`config.mk`:
```
export PLATFORM = sky130hd
export DESIGN_NAME = sprite_reg_shadow
export DESIGN_NICKNAME = d
export VERILOG_FILES = /design/src/rtl/sprite_reg_shadow.sv
export SDC_FILE = /design/constraint.sdc
export NUM_CORES = 1
export LEC_CHECK = 0
export BUFFER_PORTS_ARGS = -buffer_cell sky130_fd_sc_hd__clkbuf_2
export CAP_MARGIN = 20
export CELL_PAD_IN_SITES_DETAIL_PLACEMENT = 1
export CELL_PAD_IN_SITES_GLOBAL_PLACEMENT = 1
export CORE_MARGIN = 1.5
export CORE_UTILIZATION = 25
export CTS_CLUSTER_SIZE = 12
export DETAILED_ROUTE_END_ITERATION = 8
export GPL_TIMING_DRIVEN = 0
export PLACE_DENSITY = 0.59
export SYNTH_ARGS = -nofsm -noshare
export SYNTH_HDL_FRONTEND = slang
export SYNTH_SLANG_ARGS = --single-unit
```
`constraint.sdc`:
```
create_clock -name clk -period 2.4 [get_ports clk]
set_clock_uncertainty 0.2 [all_clocks]
set_input_delay 0.12 -clock clk [delete_from_list [all_inputs] [get_ports clk]]
set_output_delay 0.12 -clock clk [all_outputs]
set_load 0.005 [all_outputs]
```
`src/rtl/sprite_reg_shadow.sv`:
```
`default_nettype none
// ============================================================================
//  Module      : sprite_reg_shadow
//  Description : Avalon-MM register bank for the sprite/score renderer.
//                Host writes land in a shadow copy that is committed to the
//                active copy atomically at vblank entry (or on force-commit),
//                so the renderer never sees a half-updated frame.
//  Revision    : 1.0 - initial release
// ============================================================================
module sprite_reg_shadow #(
  parameter int NUM_REGS = 16,
  parameter int DATA_W   = 8,
  parameter int VACTIVE  = 480
) (
  input  logic                         clk,
  input  logic                         reset,
  input  logic                         chipselect,
  input  logic                         write,
  input  logic                         read,
  input  logic [8:0]                   address,
  input  logic [31:0]                  writedata,
  output logic [31:0]                  readdata,
  input  logic [9:0]                   vcount,
  output logic [NUM_REGS*DATA_W-1:0]   active_regs,
  output logic                         commit,
  output logic                         pending,
  output logic [15:0]                  frame_count
);

  localparam int         C_IDX_W      = (NUM_REGS > 1) ? $clog2(NUM_REGS) : 1;
  localparam logic [8:0] C_ADDR_CTRL  = 9'(NUM_REGS);
  localparam logic [8:0] C_ADDR_FRAME = 9'(NUM_REGS + 1);
  localparam logic [9:0] C_VACTIVE    = 10'(VACTIVE);

  logic [DATA_W-1:0]          r_shadow [NUM_REGS];
  logic [NUM_REGS*DATA_W-1:0] w_shadow_flat;
  logic                       r_vblank_d;
  logic                       r_freeze;
  logic                       r_force;
  logic                       w_vblank;
  logic                       w_edge;
  logic                       w_data_wr;
  logic                       w_ctrl_wr;
  logic                       w_rd;
  logic                       w_copy;
  logic [C_IDX_W-1:0]         w_idx;
  logic [31:0]                w_rd_mux;
  logic                       w_unused;

  // Upper write-data bits carry nothing for an 8-bit register.
  assign w_unused = ^writedata[31:DATA_W];

  assign w_vblank  = (vcount >= C_VACTIVE);
  assign w_edge    = w_vblank & ~r_vblank_d;
  assign w_data_wr = chipselect & write & (address < C_ADDR_CTRL);
  assign w_ctrl_wr = chipselect & write & (address == C_ADDR_CTRL);
  assign w_rd      = chipselect & read;
  assign w_idx     = address[C_IDX_W-1:0];

  // A pending force request and a vblank commit in the same cycle still
  // produce a single copy; force ignores freeze, the edge path honours it.
  assign w_copy = r_force | (w_edge & pending & ~r_freeze);

  // Flatten the shadow array so it can be copied to active_regs in one go.
  for (genvar gi = 0; gi < NUM_REGS; gi++) begin : g_pack
    assign w_shadow_flat[gi*DATA_W +: DATA_W] = r_shadow[gi];
  end

  // Readback mux: shadow data, CTRL status, frame counter, else zero.
  always_comb begin
    w_rd_mux = '0;
    if (address < C_ADDR_CTRL) begin
      w_rd_mux[DATA_W-1:0] = r_shadow[w_idx];
    end else if (address == C_ADDR_CTRL) begin
      w_rd_mux[1:0] = {r_freeze, pending};
    end else if (address == C_ADDR_FRAME) begin
      w_rd_mux[15:0] = frame_count;
    end
  end

  // Shadow register file written by the host.
  always_ff @(posedge clk) begin
    if (reset) begin
      for (int i = 0; i < NUM_REGS; i++) begin
        r_shadow[i] <= '0;
      end
    end else if (w_data_wr) begin
      r_shadow[w_idx] <= writedata[DATA_W-1:0];
    end
  end

  // Vblank edge detect, frame counting, shadow->active commit and CTRL state.
  always_ff @(posedge clk) begin
    if (reset) begin
      active_regs <= '0;
      commit      <= 1'b0;
      pending     <= 1'b0;
      frame_count <= '0;
      r_freeze    <= 1'b0;
      r_force     <= 1'b0;
      // Treat reset as "already in vblank" so a reset inside vblank cannot
      // fabricate an edge; the first commit needs a pass through active video.
      r_vblank_d  <= 1'b1;
    end else begin
      r_vblank_d <= w_vblank;
      commit     <= w_copy;
      r_force    <= w_ctrl_wr & writedata[0];
      if (w_ctrl_wr) begin
        r_freeze <= writedata[1];
      end
      if (w_edge) begin
        frame_count <= frame_count + 16'd1;
      end
      if (w_copy) begin
        active_regs <= w_shadow_flat;
      end
      // A write landing in a commit cycle keeps pending set: its value was
      // not part of the copy and must go out at the next commit.
      if (w_data_wr) begin
        pending <= 1'b1;
      end else if (w_copy) begin
        pending <= 1'b0;
      end
    end
  end

  // Registered readback; holds its value between reads.
  always_ff @(posedge clk) begin
    if (reset) begin
      readdata <= '0;
    end else if (w_rd) begin
      readdata <= w_rd_mux;
    end
  end

endmodule
`default_nettype wire
```
==> impl_metrics.tcl <==
set metrics [dict create \
    ys.flop_type "dfxtp_1" \
    routed_wl_um 42600 \
    synth_common_cells "nand2_1 (276), dfxtp_1 (165), a21oi_1 (153), edfxtp_1 (128), and2_1 (123)" \
    cp-startpoint "address[8]" \
    ir_drop_v 0.000476 \
    slew_violations 0 \
    vias 9584 \
    htreeDepth 2 \
    cts_buffers 35 \
    hold_path_startpoint "chipselect" \
    die_y_um 223 \
    hold_class "in -> reg" \
    critPathMaxFanout 4 \
    syn_area_per_cell_um2 10.3 \
    synth.distinct_cells 54 \
    grt_pass1_vias 9837 \
    status "finished clean" \
    antenna_found_initial 4 \
    netlist.top_cell.by_area "edfxtp_1" \
    syn2layout_area_growth_pct 25.0 \
    vias_per_cell 4.63 \
    p_int_w 0.00839 \
    ys_seq_area_frac 0.592 \
    hold_violations 0 \
    drtIter0Drc 509 \
    postSynth.asyncResetShare 0 \
    max_freq_mhz 439 \
    pin_count 234 \
    whs_ns 0.0350 \
    clock_latency_ns 0.53 \
    gr-total-overflow 0 \
    cts-root-buf "clkbuf_16" \
    grt_pass1_wl_um 63100 \
    nNetsFinal 1488 \
    power.leakage_nw 5.62 \
    route.antenna.remaining_nets 0 \
    rows 80 \
    ys_warn_count 0 \
    seq_power_share 0.499 \
    start_util 0.253 \
    core_area_um2 47700 \
    placed_cells 1993 \
    syn_area_um2 12100 \
    pwr_density_cell_nw_per_um2 722 \
    cp.required_ns 2.60 \
    cts_buffer_depth 3 \
    synth_top_area_share 0.318 \
    clk_pin_slew_ns 0.06 \
    setup_viol_count_final 0 \
    clock_sinks 293 \
    postCtsSetupBuffers 0 \
    switching_share 0.230 \
    p_switching_w 0.00251 \
    cts_tree "built" \
    dr.pass1.iters 4 \
    r2r-start "frame_count[3]$_SDFFE_PP0P_" \
    dpl.hpwl_um 32800 \
    synthCells 1177 \
    io_buffers 186 \
    drcViolationCount 0 \
    p_comb_frac 0.050 \
    max_cap_viol_count 0 \
    synth-seq-cells 293 \
    post-route-min-period_ns 2.28 \
    synth_edf_count 128 \
    instances_no_fill 2071 \
    dieArea_um2 49600 \
    globalplace.congestion 0.876 \
    worst-setup-path-type "in -> reg" \
    tightestPinTransition_ns 1.00 \
    grt_util_all_layers 0.171 \
    post-synth-top-count-cell "nand2_1" \
    endpoint_kind "flip-flop" \
    layout-drive-gt1-share 0.222 \
    synth_area_leaders "edfxtp_1 (32%), dfxtp_1 (27%), nand2_1 (8.6%)" \
    rsz0062_at_grt "no" \
    fp.dieW_um 223 \
    pwr-share-clk 0.451 \
    relSlewSlack 0.331 \
    fin_crit_sh 0.949 \
    arrival_ns 2.48 \
    power.total_w 0.0109 \
    grt_max_degree 13 \
    startpoint_type "primary input" \
    wl_per_cell_um 20.6 \
]
-- area by class of cell --
type                       instances  area [µm²]
multi-input combinational        796        4550
antenna                            2        5.00
inverter                           5        18.8
sequential                       293        7150
timing repair buffer             202        1090
tap                              615         769
clock buffer                      53        1000
clock inverter                     7        33.8
buffer                            98         472
fill                            5477       32700
-- critical path, cell delays in order --
cell	delay (ns)
clkbuf_2	0.09
nor4_2	0.62
dlygate4sd3_1	0.73
nand4_1	0.09
dlygate4sd3_1	0.60
mux2i_1	0.18
nor2_1	0.05
-- placed cells by master, fill, tap and decap left out, types with 4 or more instances in the layout --
cell type	count
or2_2	14
a31oi_1	6
nand2b_1	4
edfxtp_1	128
nor2_1	21
and2_1	123
clkbuf_8	4
clkbuf_1	59
and3_1	9
buf_2	20
or4_1	4
or3_1	8
a21oi_1	153
mux4_2	19
a22oi_1	20
o21bai_1	6
xnor2_1	6
o21ai_0	10
dlygate4sd3_1	16
buf_1	5
mux2i_1	28
clkbuf_16	36
nor3_1	4
clkinv_1	4
inv_1	5
clkbuf_2	195
nor2b_1	6
conb_1	16
nand3_1	19
nand2_1	276
buf_4	16
dfxtp_1	165
nand4_1	5
-- flip-flops by register name, summed over array words and instances (netlist names) --
register     count
active_regs    128
r_shadow       128
frame_count     16
readdata        16
commit           1
pending          1
r_force          1
r_freeze         1
r_vblank_d       1
-- logic make-up after synthesis --
logic type	Yosys count	share of synthesized area
adders and majority gates	1	0.00104
xor gates and xnor gates	7	0.00508
AOI/OAI and AO/OA	206	0.0948
buffers and inverters	103	0.0391
other	1	0.000311
muxes	50	0.0614
DFF	293	0.592
and+or+nand+nor	516	0.206
-- per-layer routing --
layer	track usage	part of all wire	up-vias
li1	-	-	4541
met1	0.229	0.46	4724
met2	0.271	0.45	255
met3	0.0376	0.057	60
met4	0.0599	0.026	4
met5	0	0.00054	-
-- power groups by stage --
stage                     logic [W]  clock network (W)  registers (W)
after floorplan            0.000311                  0        0.00547
after global placement     0.000511                  0        0.00554
after detailed placement   0.000518                  0        0.00554
after CTS                  0.000541            0.00504        0.00544
after global routing       0.000582            0.00525        0.00545
final                      0.000546            0.00492        0.00544
-- per-stage QoR --
stage,setup TNS (ns),util,worst slack (ns),instance area [µm²]
2_1_floorplan,0,-,0.0855,12100
3_3_place_gp,-150.31,0.290,-0.911,13800
3_5_place_dp,-159.33,0.290,-0.966,13800
4_1_cts,0,0.315,0.0259,15100
5_1_grt,0,0.316,0.0236,15100
6_report,0,0.316,0.123,15100
-- timing repair --
action	in CTS	in global routing
endpoints found under the setup margin	190	131
hold endpoints to repair	58	0
hold buffers	16	0
resized for setup	7	24
-- final timing paths --
path                                                      to  slack, ns  cells past startpoint
worst max-delay path                   r_freeze$_SDFFE_PP0N_       0.12                      7
worst max register to register  frame_count[15]$_SDFFE_PP0P_       0.21                      5
worst min-delay path               readdata[14]$_SDFFE_PP0P_       0.03                      5
worst min register to register  active_regs[58]$_SDFFE_PP0P_       0.25                      2
Note: power is estimated with default switching activity, not from simulation.
